**src/rtl/pattern_search_pkg.sv**
```systemverilog
// rtl/pattern_search_pkg.sv - shared types, count widths and match rule for the pattern search engine
package pattern_search_pkg;

    typedef enum logic [1:0] {
        IDLE  = 2'd0,
        RUN   = 2'd1,
        FLUSH = 2'd2,
        DONE  = 2'd3
    } state_t;

    function automatic int cb_width(input int pat_w, input int msg_bytes);
        return $clog2(msg_bytes * (9 - pat_w) + 1);
    endfunction

    function automatic int ch_width(input int msg_bytes);
        return $clog2(msg_bytes + 1);
    endfunction

    function automatic int cx_width(input int pat_w, input int msg_bytes);
        return $clog2(8 * msg_bytes - pat_w + 2);
    endfunction

    // Operands are zero-padded to 8 bits so one rule serves every pattern width.
    function automatic logic win_match(input logic [7:0] win, input logic [7:0] pat,
                                       input logic [7:0] mask);
        return ((win ^ pat) & mask) == 8'd0;
    endfunction

endpackage

```
**src/rtl/pattern_window_cmp.sv**
```systemverilog
// rtl/pattern_window_cmp.sv - counts in-byte and boundary window matches for one byte plus carried tail
module pattern_window_cmp
    import pattern_search_pkg::*;
#(
    parameter int PAT_W = 5
) (
    input  logic [PAT_W+6:0] bits,
    input  logic [PAT_W-1:0] pat,
    input  logic [PAT_W-1:0] mask,
    output logic [3:0]       in_cnt,
    output logic             any_hit,
    output logic [3:0]       bnd_cnt
);

    logic [7:0] w;
    logic [7:0] p;
    logic [7:0] m;

    // Window k covers bits[k+PAT_W-1:k]; k above 8-PAT_W reaches into the previous byte's tail.
    always_comb begin
        in_cnt  = '0;
        bnd_cnt = '0;
        w       = '0;
        p       = '0;
        m       = '0;
        p[PAT_W-1:0] = pat;
        m[PAT_W-1:0] = mask;
        for (int k = 0; k < 8; k++) begin
            w = '0;
            w[PAT_W-1:0] = bits[k +: PAT_W];
            if (win_match(w, p, m)) begin
                if (k <= 8 - PAT_W) in_cnt = in_cnt + 4'd1;
                else                bnd_cnt = bnd_cnt + 4'd1;
            end
        end
    end

    assign any_hit = (in_cnt != 4'd0);

endmodule

```
**src/rtl/pattern_search_engine.sv**
```systemverilog
// rtl/pattern_search_engine.sv - streams a message from data memory and counts masked pattern matches
module pattern_search_engine
    import pattern_search_pkg::*;
#(
    parameter int PAT_W     = 5,
    parameter int MSG_BYTES = 32,
    parameter int ADDR_W    = 8,
    parameter int BASE_ADDR = 0,
    localparam int CB_W     = cb_width(PAT_W, MSG_BYTES),
    localparam int CH_W     = ch_width(MSG_BYTES),
    localparam int CX_W     = cx_width(PAT_W, MSG_BYTES)
) (
    input  logic              clk,
    input  logic              reset,
    input  logic              req,
    input  logic [PAT_W-1:0]  pat,
    input  logic [PAT_W-1:0]  pat_mask,
    output logic              mem_rd_en,
    output logic [ADDR_W-1:0] mem_rd_addr,
    input  logic [7:0]        mem_rd_data,
    output logic              busy,
    output logic              done,
    output logic [CB_W-1:0]   cnt_byte,
    output logic [CH_W-1:0]   cnt_hit,
    output logic [CX_W-1:0]   cnt_cross
);

    localparam int IDX_W  = (MSG_BYTES > 1) ? $clog2(MSG_BYTES) : 1;
    localparam int TAIL_W = (PAT_W > 1) ? PAT_W - 1 : 1;
    localparam logic [IDX_W-1:0] LAST_IDX = IDX_W'(MSG_BYTES - 1);

    state_t             state;
    logic [IDX_W-1:0]   idx_q;
    logic [PAT_W-1:0]   pat_q;
    logic [PAT_W-1:0]   mask_q;
    logic [TAIL_W-1:0]  tail_q;
    logic [7:0]         data_q;
    logic               rd_vld_q, rd_first_q, rd_last_q;
    logic               proc_vld_q, proc_first_q, proc_last_q;
    logic [PAT_W+6:0]   seg;
    logic [3:0]         in_cnt, bnd_cnt, bnd_eff, cross_inc;
    logic               any_hit;

    generate
        if (PAT_W > 1) begin : g_tail
            assign seg = {tail_q, data_q};
        end else begin : g_notail
            assign seg = data_q;
        end
    endgenerate

    pattern_window_cmp #(.PAT_W(PAT_W)) u_cmp (
        .bits    (seg),
        .pat     (pat_q),
        .mask    (mask_q),
        .in_cnt  (in_cnt),
        .any_hit (any_hit),
        .bnd_cnt (bnd_cnt)
    );

    // The first byte has no predecessor, so its boundary windows never count.
    assign bnd_eff     = proc_first_q ? 4'd0 : bnd_cnt;
    assign cross_inc   = in_cnt + bnd_eff;
    assign mem_rd_en   = (state == RUN);
    assign mem_rd_addr = ADDR_W'(BASE_ADDR) + ADDR_W'(idx_q);
    assign busy        = (state == RUN) || (state == FLUSH);
    assign done        = (state == DONE);

    // Pipeline: read issued (RUN) -> data returned (rd_*) -> data registered and accumulated (proc_*).
    always_ff @(posedge clk or negedge reset) begin
        if (!reset) begin
            state        <= IDLE;
            idx_q        <= '0;
            pat_q        <= '0;
            mask_q       <= '0;
            tail_q       <= '0;
            data_q       <= '0;
            rd_vld_q     <= 1'b0;
            rd_first_q   <= 1'b0;
            rd_last_q    <= 1'b0;
            proc_vld_q   <= 1'b0;
            proc_first_q <= 1'b0;
            proc_last_q  <= 1'b0;
            cnt_byte     <= '0;
            cnt_hit      <= '0;
            cnt_cross    <= '0;
        end else begin
            rd_vld_q     <= (state == RUN);
            rd_first_q   <= (state == RUN) && (idx_q == '0);
            rd_last_q    <= (state == RUN) && (idx_q == LAST_IDX);
            proc_vld_q   <= rd_vld_q;
            proc_first_q <= rd_first_q;
            proc_last_q  <= rd_last_q;
            if (rd_vld_q) data_q <= mem_rd_data;

            case (state)
                IDLE, DONE: begin
                    if (req) begin
                        state     <= RUN;
                        idx_q     <= '0;
                        pat_q     <= pat;
                        mask_q    <= pat_mask;
                        tail_q    <= '0;
                        cnt_byte  <= '0;
                        cnt_hit   <= '0;
                        cnt_cross <= '0;
                    end
                end
                RUN: begin
                    if (idx_q == LAST_IDX) state <= FLUSH;
                    else                   idx_q <= idx_q + IDX_W'(1);
                end
                FLUSH: begin
                    if (proc_vld_q && proc_last_q) state <= DONE;
                end
                default: state <= IDLE;
            endcase

            if (proc_vld_q) begin
                cnt_byte  <= cnt_byte + CB_W'(in_cnt);
                cnt_hit   <= cnt_hit + CH_W'(any_hit);
                cnt_cross <= cnt_cross + CX_W'(cross_inc);
                tail_q    <= data_q[TAIL_W-1:0];
            end
        end
    end

endmodule
```
**config.mk**
```make
export PLATFORM = sky130hd
export DESIGN_NAME = pattern_search_engine
export DESIGN_NICKNAME = d
export VERILOG_FILES = /design/src/rtl/pattern_search_pkg.sv /design/src/rtl/pattern_window_cmp.sv /design/src/rtl/pattern_search_engine.sv
export SDC_FILE = /design/constraint.sdc
export NUM_CORES = 1
export LEC_CHECK = 0
export BUFFER_PORTS_ARGS = -buffer_cell sky130_fd_sc_hd__buf_2
export CORE_ASPECT_RATIO = 0.5
export CORE_MARGIN = 5
export CORE_UTILIZATION = 40
export DETAILED_ROUTE_END_ITERATION = 6
export PLACE_DENSITY = 0.69
export SLEW_MARGIN = 10
export SYNTH_ARGS = -nofsm -noshare
export SYNTH_HDL_FRONTEND = slang
export SYNTH_SLANG_ARGS = --single-unit
```
**constraint.sdc**
```tcl
create_clock -name clk -period 7.8 [get_ports clk]
set_input_delay 1.56 -clock clk [delete_from_list [all_inputs] [get_ports clk]]
set_output_delay 1.56 -clock clk [all_outputs]
set_load 0.005 [all_outputs]
```
======== After elaboration in Yosys (flattened, before gate mapping) ========
Index checks and enable logic that the tools add are counted.
storage, ports and cells
  register bits ........................... 57
  input bits .............................. 21
  output and inout bits ................... 33
  logic and storage cells ................. 99
operators by class
  add/subtract/negate cells ............... 11
  equality and inequality tests ........... 8
  muxes and demuxes ....................... 26
  bitwise operators ....................... 16
  reductions and logical operators ........ 23
operators by type and width
  kind                                                              number
  8-bit by 5-bit AND with 8-bit output                              8
  8-bit logical NOT                                                 8
  4-bit two-way mux                                                 10
  5-bit XOR                                                         8
  8-bit two-way mux                                                 4
  6-bit two-way mux                                                 3
  4-bit by 1-bit adder with 4-bit output (second input constant)    4
  8-bit by 4-bit adder with 8-bit output                            2
  5-bit two-way mux                                                 2
  5-bit one-hot mux with 2 select lines                             1
  6-bit by 1-bit adder with 6-bit output                            1
  2-bit two-way mux                                                 3
  2-bit one-hot mux with 3 select lines                             1
  3-bit AND reduction                                               2
  2-bit nonzero test                                                3
  5-bit by 1-bit adder with 5-bit output (second input constant)    1
  5-bit == test (second input constant)                             1
  5-bit logical NOT                                                 1
  1-bit by 1-bit adder with 2-bit output (second input constant)    2
  4-bit adder                                                       1
  2-bit == test (second input constant)                             2
  2-bit by 1-bit != test with 1-bit output (second input constant)  2
  2-bit != test (second input constant)                             2
  2-bit AND reduction                                               2
  7 further kinds                                                   10

======== Logic depth before layout (Yosys ltp) ========
Gate-level depths: netlist (run 1).
  word-level depth ........................ 14
  depth in mapped cells ................... 20
  gate-level depth less buffers ........... 19

======== Cells and area by module ========
Synthesis (run 1) repeated with hierarchy kept, for this count alone.
unflattened totals
  cells, all modules ...................... 399
  area, all modules ....................... 3,897.5 um2
modules (own cells, without submodules)
  module                 instances  cells an instance  area each (um2)  seq. area each (um2)
  pattern_search_engine  1          278                3,002.9          1,426.4
  pattern_window_cmp     1          121                894.6            0.0

======== Worst setup path after synthesis (run 1) ========
Ideal clock, no wire load.
  kind .................................... register -> register
  start point ............................. register data_q[6]
  end point ............................... register cnt_cross[7]
  library setup time ...................... 0.079 ns
  arrival ................................. 4.068 ns
  required time ........................... 7.721 ns
  path slack .............................. 3.653 ns
  cell stages (with the launch flop) ...... 19
  buffers on the path ..................... 1
  period minus slack after synthesis ...... 4.147 ns
  path through ............................ dfrtp_1 -> clkbuf_1 -> xor2_1 -> a22oi_1 -> and3_1 -> ha_1 -> a21boi_0 -> or2_2 -> ha_1 -> nor2_1 -> a211o_1 -> fa_1 -> inv_1 -> ha_1 -> a21o_1 -> a21oi_1 -> nor2b_1 -> o2111ai_1 -> mux2i_1
between the ends
  cells in the longest elaborated chain, start to end .. 14
  elaborated cells between the ends (all ways) .. 29
  those cells by class .................... 6 x add/sub; 8 x mux; 10 x bitwise; 5 x reduce/logical
ends and longest elaborated chain
  what                                      RTL line                      source
  start: declaration                        pattern_search_engine.sv:37   logic [7:0] data_q;
  start signal: assignment                  pattern_search_engine.sv:94   if (rd_vld_q) data_q <= mem_rd_data;
  5-bit XOR                                 pattern_search_pkg.sv:26      return ((win ^ pat) & mask) == 8'd0;
  8-bit by 5-bit AND with 8-bit output      pattern_search_pkg.sv:26
  8-bit logical NOT                         pattern_search_pkg.sv:26
  1-bit two-way mux                         pattern_window_cmp.sv:31      if (win_match(w, p, m)) begin
  1-bit by 1-bit adder with 2-bit output    pattern_window_cmp.sv:33      else bnd_cnt = bnd_cnt + 4'd1;
  4-bit two-way mux                         pattern_window_cmp.sv:31
  4-bit by 1-bit adder with 4-bit output    pattern_window_cmp.sv:33
  4-bit two-way mux                         pattern_window_cmp.sv:31
  4-bit by 1-bit adder with 4-bit output    pattern_window_cmp.sv:33
  4-bit two-way mux                         pattern_window_cmp.sv:31
  4-bit two-way mux                         pattern_search_engine.sv:62   assign bnd_eff = proc_first_q ? 4'd0 : bnd_cnt;
  4-bit adder *                             pattern_search_engine.sv:63   assign cross_inc = in_cnt + bnd_eff;
  8-bit by 4-bit adder with 8-bit output *  pattern_search_engine.sv:122  cnt_cross <= cnt_cross + CX_W'(cross_inc);
  8-bit two-way mux *                       pattern_search_engine.sv:119  if (proc_vld_q) begin
  end signal: assignment                    pattern_search_engine.sv:122
  end: declaration                          pattern_search_engine.sv:25   output logic [CX_W-1:0] cnt_cross
Mark *: on every way between the ends. The rest lies on a longest branch, timed or not.
A chain may end at the register's enable or synchronous reset.

======== Worst setup path in the final report (run 1) ========
  start point ............................. register pat_q[2]
  end point ............................... register cnt_cross[7]
between the ends
  cells in the longest elaborated chain, start to end .. 14
  elaborated cells between the ends (all ways) .. 42
  those cells by class .................... 8 x add/sub; 10 x mux; 16 x bitwise; 8 x reduce/logical
ends and longest elaborated chain
  what                                      RTL line                      source
  start: declaration                        pattern_search_engine.sv:34   logic [PAT_W-1:0] pat_q;
  start signal: assignment                  pattern_search_engine.sv:101  pat_q <= pat;
  5-bit XOR                                 pattern_search_pkg.sv:26
  8-bit by 5-bit AND with 8-bit output      pattern_search_pkg.sv:26
  8-bit logical NOT                         pattern_search_pkg.sv:26
  1-bit two-way mux                         pattern_window_cmp.sv:31
  1-bit by 1-bit adder with 2-bit output    pattern_window_cmp.sv:33
  4-bit two-way mux                         pattern_window_cmp.sv:31
  4-bit by 1-bit adder with 4-bit output    pattern_window_cmp.sv:33
  4-bit two-way mux                         pattern_window_cmp.sv:31
  4-bit by 1-bit adder with 4-bit output    pattern_window_cmp.sv:33
  4-bit two-way mux                         pattern_window_cmp.sv:31
  4-bit two-way mux                         pattern_search_engine.sv:62
  4-bit adder *                             pattern_search_engine.sv:63
  8-bit by 4-bit adder with 8-bit output *  pattern_search_engine.sv:122
  8-bit two-way mux *                       pattern_search_engine.sv:119
Marks and branches as above.

==> run_results.csv, run 1 <==
group,metric,value,unit
route,drtAntennaViolNets,0,
clocking,cts.path.max_buffers,2,
worst_setup_path,critPathBufInv,1,
yosys,ys_types,45,
route,via_per_inst,5.11,
layout,drive_gt1_share,21.3,%
worst_setup_path,crit_path_frequent_cell,"ha_1",
global_route,antenna_found_initial,0,
worst_setup_path,critPathKind,"reg -> reg",
route,wl,8300,um
clocking,cts_made_buffers,9,
yosys,synth_edf_count,0,
yosys,syn_area,3780,um^2
worst_setup_path,crit_required,8.06,ns
yosys,postSynthCellCount,387,
placement,numPortBuffers,50,
sta,rsz0062_at_grt,"false",
layout,diodes,0,
flow_run,maxCapViolCount,0,
route,vias,2819,
worst_hold_path,min_path_type,"reg -> reg",
route,drt_iter0_markers,192,
sta,setup_viol,0,
sta,finalCriticalPeriod,4.41,ns
floorplan,io_pins,54,
floorplan,die_h,78.7,um
yosys,synth_top_cells_by_count,"dfrtp_1 (57), nand2_1 (56), xor2_1 (42)",
yosys,yosysTopAreaCellShare,37.8,%
worst_setup_path,worst_path_largest_cell_delay,0.59,ns
sta,finClkSkew,0.0122,ns
sta,fmax,227,MHz
clocking,post_cts_resize_count,0,
global_route,grt-ovfl-total,0,
worst_setup_path,cpLargestDelayFamily,"adder cells",
worst_setup_path,path_cells,"xor2_1 > a22oi_1 > and3_1 > ha_1 > a21boi_0 > or2_2 > ha_1 > nor2_1 > a211o_1 > fa_1 > inv_1 > ha_1 > a21o_1 > a21oi_1 > nor2b_1 > o2111ai_1 > mux2i_1",
placement,hpwlAfterDp,5870,um
yosys,yosysTopAreaCell,"dfrtp_1",
yosys,async_flop_share,100,%
clocking,root_buffer,"clkbuf_16",
worst_setup_path,cp_slowest_cell,"dfrtp_1",
clocking,cts_max_level,3,
layout,area_growth,17.3,%
global_route,grt_max_degree,58,
clocking,clkSlewWorstSetupHoldPaths,0.05,ns
yosys,ys_warn_count,0,
yosys,ys_ff_latch,57,
clocking,cts_tree,"yes",
global_route,grt_pass1_vias,2873,
outcome,status,"completed",
sta,max_slew.worst_pin.slew,0.795,ns
yosys,seq_area_frac_synth,37.8,%
clocking,clock_latency,0.34,ns
floorplan,dieArea,11600,um^2
sta,finalHoldViolCount,0,
layout,nets,476,
clocking,clock_sinks,57,
yosys,synth_flop_cell,"dfrtp_1",
worst_hold_path,hold_path_depth,0,
sta,slew_viol_final,0,
worst_setup_path,crit_cells,17,
yosys,yosysMostFrequentCell,"dfrtp_1",
sta,period_share,56.6,%
route,post-route-drc-count,0,
floorplan,die_w,147,um
yosys,avgSynthCellArea,9.76,um^2
clocking,cts_setup_buffers,0,
route,drtPass1Iterations,5,
worst_setup_path,worstRegToRegCells,17,
global_route,grt_usage,15.7,%
placement,gp_congestion,0.879,
floorplan,rows,25,
route,wire_per_inst,15.0,um
floorplan,start_util,40.5,%
sta,tns,0,ns
yosys,synth.area.top_cells,"dfrtp_1 (38%), xor2_1 (9.7%), ha_1 (8.6%), mux2_2 (6.0%), nand2_1 (5.6%)",
worst_setup_path,critPathCaptureType,"flip-flop",
global_route,grt_pass1_wl,14600,um
floorplan,core,9320,um^2
worst_setup_path,start_kind,"flip-flop",
sta,slew_headroom,47.0,%
clocking,ctsHoldBuffers,0,
worst_setup_path,cp.arrival,4.67,ns
worst_setup_path,crit_fanout,9,
[registers in the layout (all words and copies together), names as in the netlist, 2 cells and up]
register   cells
idx_q          5
mask_q         5
tail_q         4
state          2
cnt_cross      8
cnt_byte       8
data_q         8
cnt_hit        6
pat_q          5
[cell usage in the layout, fill, tap and decap left out, types with 2 or more instances in the layout]
cell type  instances
xor2_1            42
nand2_1           56
nor2b_1            6
and2_1             3
a21oi_1            3
buf_4              3
fa_1               3
nand4_1            6
a21o_1             5
inv_1             21
buf_2             50
and3_1             4
o211ai_1           4
nor2_1             3
mux2_2            20
o2111ai_1          2
clkbuf_16          9
nand2b_1           2
clkbuf_8           2
nor3_1             3
nand3_1            8
dfrtp_1           57
a22o_1             4
bufinv_16          3
xnor2_1            7
conb_1             4
o21ai_0           22
ha_1              26
or2_2              2
mux2i_1           17
a211o_1            3
a22oi_1           14
a222oi_1           3
[stage by stage]
stage                     cells  setup slack, ns  cell area, um^2  hold WS [ns]  utilization, %
after floorplan             390             3.65             3790         0.331               -
after detailed placement    536             3.37             4070         0.343            43.7
after CTS                   552             3.35             4430         0.359            47.5
after global placement      536             3.48             4070         0.335            43.7
after global routing        552             2.96             4430         0.368            47.5
final                       552             3.39             4430         0.358            47.5
[layer usage]
layer  up-vias  wire, um  global-route usage [%]
li1       1401         -                       -
met1      1352      4170                    21.5
met2        57      3560                    23.0
met3         9       458                    6.44
met4         0       111                    4.28
met5         -         0                       0
[worst paths after layout]
path                            startpoint  slack, ns            to
worst max register to register    pat_q[2]       3.39  cnt_cross[7]
min in group asynchronous            reset       1.36      idx_q[1]
worst min register to register  rd_first_q       0.36  proc_first_q
worst min-delay path            rd_first_q       0.36  proc_first_q
worst max-delay path              pat_q[2]       3.39  cnt_cross[7]
max in group asynchronous            reset       5.93     data_q[7]
[area by class of cell]
class,instances,area (um^2)
Multi-Input combinational cell,284,2140
Timing Repair Buffer,53,273
Inverter,21,78.8
Tap cell,121,151
Clock inverter,4,98.8
Sequential cell,57,1430
Clock buffer,12,256
Fill cell,871,4890
[cell families (layout without fill, tap and decap cells)]
| group | Yosys count | count (layout) | synth area share [%] |
|---|---|---|---|
| AND/OR/NAND/NOR | 99 | 99 | 12.3 |
| buffers and inverters | 49 | 90 | 5.73 |
| other | 1 | 4 | 0.0993 |
| multiplexers | 37 | 37 | 10.5 |
| XOR/XNOR | 49 | 49 | 11.4 |
| AO/OA/AOI/OAI | 66 | 66 | 12.1 |
| flip-flops | 57 | 57 | 37.8 |
| adder cells (fa/ha/maj) | 29 | 29 | 10.2 |
Power of run 1 is not shown: default switching activity piles up to over one toggle a cycle in this logic, so the estimate is an artifact.
==> inputs of run 2 (changes only) <==
--- a/config.mk
+++ b/config.mk
@@ -5,6 +5,7 @@
 export SDC_FILE = /design/constraint.sdc
 export NUM_CORES = 1
 export LEC_CHECK = 0
+export ABC_AREA = 1
 export BUFFER_PORTS_ARGS = -buffer_cell sky130_fd_sc_hd__buf_2
 export CORE_ASPECT_RATIO = 0.5
 export CORE_MARGIN = 5
==> constraint.sdc (replaced) <==
create_clock -name clk -period 4.1 [get_ports clk]
set_input_delay 0.82 -clock clk [delete_from_list [all_inputs] [get_ports clk]]
set_output_delay 0.82 -clock clk [all_outputs]
set_load 0.005 [all_outputs]
==> run 2 against run 1 <==
Against the previous run: sequential share of layout area down 2.7 points; cell count up 35%; via count up 32%; clock skew down 0.0071 ns; register-to-register slack worse by 3.2 ns; critical path depth up 4; clock-buffer cell count down 2; non-clock buffer count up 20; utilization up 3.2 points; critical path type unchanged.
==> run_results.csv, run 2 <==
group,metric,value,unit
sta,setup_viol,0,
layout,multi_input_area,2200,um^2
worst_setup_path,critPathCaptureType,"flip-flop",
layout,largestRegisters,"cnt_byte (8), cnt_cross (8), data_q (8)",
clocking,clock_latency,0.33,ns
yosys,postSynthCellCount,535,
sta,slew_headroom,41.3,%
clocking,cts_tree,"yes",
global_route,antenna_found_initial,0,
yosys,async_flop_share,100,%
clocking,cts.path.max_buffers,2,
global_route,grt-ovfl-total,0,
route,vias,3733,
sta,worst_slack,0.186,ns
yosys,ys_types,39,
yosys,synth_top_cells_by_count,"nand2_1 (147), inv_1 (64), dfrtp_1 (57)",
placement,place_inst,717,
layout,regArea,1440,um^2
sta,finClkSkew,0.00515,ns
worst_setup_path,critPathKind,"reg -> reg",
worst_setup_path,cp.arrival,4.14,ns
floorplan,core,9600,um^2
yosys,yosysTopAreaCellShare,35.6,%
yosys,synth_flop_cell,"dfrtp_1",
clocking,cts_max_level,3,
clocking,root_buffer,"clkbuf_16",
route,drtPass1Iterations,5,
layout,area_growth,21.6,%
global_route,grt_usage,17.7,%
placement,numPortBuffers,50,
worst_setup_path,worst_path_largest_cell_delay,0.49,ns
yosys,syn_area,4010,um^2
outcome,status,"completed",
sta,period_share,95.5,%
global_route,grt_pass1_vias,3487,
worst_setup_path,critPathLaunch,"pat_q[4]",
clocking,clock_sinks,57,
placement,hpwlAfterDp,7500,um
worst_setup_path,crit_fanout,9,
layout,fillerInstances,932,
sta,fmax,255,MHz
global_route,grt_pass1_wl,17100,um
layout,layout_commonest_cell,"nand2_1",
worst_setup_path,cp_slowest_cell,"dfrtp_2",
worst_hold_path,worstHoldStart,"rd_last_q",
placement,gp_congestion,0.960,
route,drt_iter0_markers,364,
floorplan,die_w,152,um
worst_setup_path,crit_required,4.33,ns
floorplan,rows,25,
yosys,ys_ff_latch,57,
worst_setup_path,start_kind,"flip-flop",
floorplan,die_h,80.8,um
flow_run,maxCapViolCount,0,
route,via_per_inst,5.02,
yosys,synth_edf_count,0,
sta,finalHoldViolCount,0,
yosys,yosysTopAreaCell,"dfrtp_1",
layout,layout_common_cells,"nand2_1 (147), inv_1 (62), buf_2 (50), dfrtp_1 (48), o21ai_0 (36)",
worst_setup_path,r2r_start,"pat_q[4]",
yosys,seq_area_frac_synth,35.6,%
worst_hold_path,min_path_type,"reg -> reg",
yosys,ys_warn_count,0,
route,drtAntennaViolNets,0,
sta,max_slew.worst_pin.slew,0.881,ns
global_route,grt_max_degree,40,
layout,fin_cells,744,
yosys,yosysMostFrequentCell,"nand2_1",
worst_setup_path,path_cells,"inv_6 > a21oi_1 > nor4_4 > ha_1 > inv_1 > nand2_2 > and2_4 > ha_1 > or2_0 > nand3_2 > fa_2 > xnor2_1 > ha_1 > inv_1 > nor2_4 > o21ai_1 > nand2_1 > buf_4 > a22o_1 > nand2_1 > inv_1",
floorplan,start_util,41.7,%
route,wire_per_inst,13.9,um
layout,diodes,0,
placement,dp_slack,0.0119,ns
floorplan,io_pins,54,
layout,drive_gt1_share,27.6,%
route,wl,10400,um
sta,slew_viol_final,0,
sta,finalCriticalPeriod,3.91,ns
layout,design_area,4870,um^2
layout,nets,654,
yosys,synth.area.top_cells,"dfrtp_1 (36%), nand2_1 (14%), ha_1 (8.1%), inv_1 (6.0%), o21ai_0 (5.0%)",
clocking,cts_made_buffers,9,
placement,place_area,4400,um^2
route,post-route-drc-count,0,
floorplan,dieArea,12200,um^2
clocking,clkSlewWorstSetupHoldPaths,0.05,ns
yosys,avgSynthCellArea,7.49,um^2
## run 2: what timing repair did
item / 4_1_cts / 5_1_grt
setup buffers: 0 / 11
gates resized for setup: 4 / 21
endpoints found under the hold margin: 0 / 0
pin swaps: 0 / 6
hold buffers: 0 / 0
endpoints found under the setup margin: 1 / 4
## run 2: cell type report
cell class / instances / area share (%)
Clock buffer: 10 / 4.91
Clock inverter: 6 / 1.85
Inverter: 80 / 6.48
Multi-Input combinational cell: 383 / 45.1
Sequential cell: 57 / 29.5
Tap cell: 135 / 3.47
Timing Repair Buffer: 73 / 8.64
## run 2: stage by stage
stage / setup TNS (ns) / hold slack [ns] / utilization [%]
floorplan: 0 / 0.331 / -
global placement: 0 / 0.335 / 45.8
detailed placement: 0 / 0.349 / 45.8
CTS: 0 / 0.362 / 49.3
global route: -0.0104 / 0.365 / 50.7
finish: 0 / 0.360 / 50.7
## run 2: cell families after synthesis
family,after synthesis,synth area share (%)
AND/OR/NAND/NOR,256,30.5
AO/OA/AOI/OAI,93,12.9
other,1,0.0936
adder cells (fa/ha/maj),29,9.62
flip-flops,57,35.6
XOR/XNOR,1,0.219
buffers and inverters,98,11.1
## run 2: path summary, 6_finish.rpt
kind,depth (start not counted),to,slack [ns]
worst max-delay path,21,cnt_cross[4],0.19
worst min-delay path,0,proc_last_q,0.36
worst max register to register,21,cnt_cross[4],0.19
worst min register to register,0,proc_last_q,0.36
max in group asynchronous,2,pat_q[3],2.67
min in group asynchronous,1,idx_q[0],0.61
## run 2: per-layer routing
layer	GRT usage (%)	routed length, um
met1	24.2	4850
met2	27.2	4600
met3	5.18	720
met4	6.00	195
met5	0	0
## run 2: critical path, delay by kind of cell (launching register included)
kind | cells | cell delay [ns]
AOI/OAI and AO/OA | 3 | 0.44
xor gates and xnor gates | 1 | 0.13
adders and majority gates | 4 | 1.24
buffers and inverters | 5 | 0.51
DFF | 1 | 0.49
and+or+nand+nor | 8 | 1.02
Power of run 2 is left out for the same reason.
==> inputs of run 3 (changes only) <==
--- a/config.mk
+++ b/config.mk
@@ -8,9 +8,10 @@
 export ABC_AREA = 1
 export BUFFER_PORTS_ARGS = -buffer_cell sky130_fd_sc_hd__buf_2
 export CORE_ASPECT_RATIO = 0.5
-export CORE_MARGIN = 5
+export CORE_MARGIN = 1.5
 export CORE_UTILIZATION = 40
 export DETAILED_ROUTE_END_ITERATION = 6
+export GPL_ROUTABILITY_DRIVEN = 0
 export PLACE_DENSITY = 0.69
 export SLEW_MARGIN = 10
 export SYNTH_ARGS = -nofsm -noshare
==> run 3 against run 2 <==
Against the previous run: cell count fell by 0.27%; die area fell by 13%; clock-buffer cell count did not move; critical endpoint is now cnt_cross[6]; routed wire length fell by 5.0%; maximum frequency fell by 0.71%; first-iteration DRC count fell by 6.6%; setup slack got worse by 0.028 ns; sequential share of layout area rose by 0.24 points; hold slack got worse by 0.014 ns; global-route usage rose by 2.0 points.
==> run_results.csv, run 3 (synthesis results as in run 2) <==
group,metric,value,unit
floorplan,dieArea,10700,um^2
outcome,status,"completed",
flow_run,maxCapViolCount,0,
route,drt_iter0_markers,340,
layout,layout_commonest_cell,"nand2_1",
layout,drive_gt1_share,27.5,%
worst_hold_path,min_path_type,"reg -> reg",
global_route,grt_pass1_vias,3407,
sta,fmax,254,MHz
floorplan,die_w,145,um
worst_setup_path,critPathCaptureType,"flip-flop",
placement,numPortBuffers,50,
route,vias,3672,
worst_setup_path,critPathKind,"reg -> reg",
sta,holdWs,0.346,ns
sta,slew_viol_final,0,
placement,hpwlAfterDp,7040,um
route,post-route-drc-count,0,
sta,finalCriticalPeriod,3.94,ns
clocking,root_buffer,"clkbuf_16",
clocking,clkSlewWorstSetupHoldPaths,0.05,ns
global_route,grt_usage,19.7,%
floorplan,die_h,73.8,um
worst_setup_path,start_kind,"flip-flop",
worst_setup_path,crit_required,4.32,ns
placement,place_inst,710,
layout,nets,652,
route,drtPass1Iterations,5,
layout,layout_common_cells,"nand2_1 (147), inv_1 (61), buf_2 (50), dfrtp_1 (48), o21ai_0 (35)",
sta,period_share,96.1,%
sta,finalHoldViolCount,0,
clocking,cts_max_level,3,
sta,finClkSkew,0.00815,ns
layout,largestRegisters,"cnt_byte (8), cnt_cross (8), data_q (8)",
layout,area_growth,20.6,%
floorplan,start_util,41.8,%
global_route,antenna_found_initial,0,
floorplan,core,9570,um^2
sta,max_slew.worst_pin.slew,0.754,ns
global_route,grt_max_degree,40,
global_route,grt_pass1_wl,16200,um
layout,fin_cells,742,
floorplan,rows,25,
sta,slew_headroom,49.7,%
layout,diodes,0,
clocking,clock_latency,0.33,ns
route,drtAntennaViolNets,0,
floorplan,io_pins,54,
route,wire_per_inst,13.3,um
worst_setup_path,crit_fanout,8,
route,wl,9850,um
clocking,clock_sinks,57,
clocking,cts_made_buffers,9,
sta,setup_viol,0,
global_route,grt-ovfl-total,0,
worst_setup_path,cp.arrival,4.16,ns
route,via_per_inst,4.95,
clocking,cts_tree,"yes",
clocking,cts.path.max_buffers,2,
layout,fillerInstances,943,
run 3: final timing paths:
kind,startpoint,slack [ns],cells after the start,end
min in group asynchronous,reset,0.44,1,cnt_hit[5]
worst max register to register,pat_q[0],0.16,20,cnt_cross[6]
worst max-delay path,pat_q[0],0.16,20,cnt_cross[6]
worst min register to register,rd_first_q,0.35,0,proc_first_q
max in group asynchronous,reset,2.76,2,mask_q[2]
worst min-delay path,rd_first_q,0.35,0,proc_first_q
run 3: metal layers:
| layer | up-vias | wire length, um | global-route usage (%) |
|---|---|---|---|
| li1 | 1853 | - | - |
| met3 | 9 | 604 | 6.13 |
| met5 | - | 0 | 0 |
| met2 | 86 | 4370 | 32.3 |
| met4 | 0 | 72 | 4.38 |
| met1 | 1724 | 4800 | 25.8 |
run 3: through the flow:
step | cell area [um^2] | setup slack [ns] | utilization [%] | TNS, ns
after detailed placement | 4340 | -0.130 | 45.4 | -0.339
after global placement | 4340 | -0.0485 | 45.4 | -0.0940
after global routing | 4830 | -0.0941 | 50.5 | -0.178
after CTS | 4650 | 0.0161 | 48.6 | 0
final | 4830 | 0.158 | 50.5 | 0
after floorplan | 4020 | 0.447 | - | 0
run 3: repair_timing:
item                       CTS  global route
resized for setup            2            26
pin swaps                    0             9
setup endpoints to repair    4             5
hold buffers                 0             0
buffers inserted             0            16
run 3: critical path, stage by stage (launching register included):
cell and delay [ns]:
dfrtp_1 0.37, buf_4 0.18, a21oi_1 0.08, o21ai_1 0.10, nand2_1 0.14, nor4_4 0.27, ha_1 0.30, inv_1 0.07
nand2_2 0.05, and2_4 0.14, ha_1 0.25, or2_0 0.23, nand3_2 0.11, fa_2 0.47, fa_2 0.39, nor2_2 0.14
o21ai_1 0.08, nand2_1 0.11, nand4_1 0.12, o21ai_1 0.16, inv_1 0.05
run 3: layout make-up:
class                      instances  area, um^2  area share [%]
timing repair buffer              71         420            8.70
tap                              135         169            3.50
inverter                          80         318            6.58
multi-input combinational        383        2190            45.3
clock inverter                     6        67.6            1.40
clock buffer                      10         229            4.74
sequential                        57        1440            29.8
Power of run 3 is left out for the same reason.
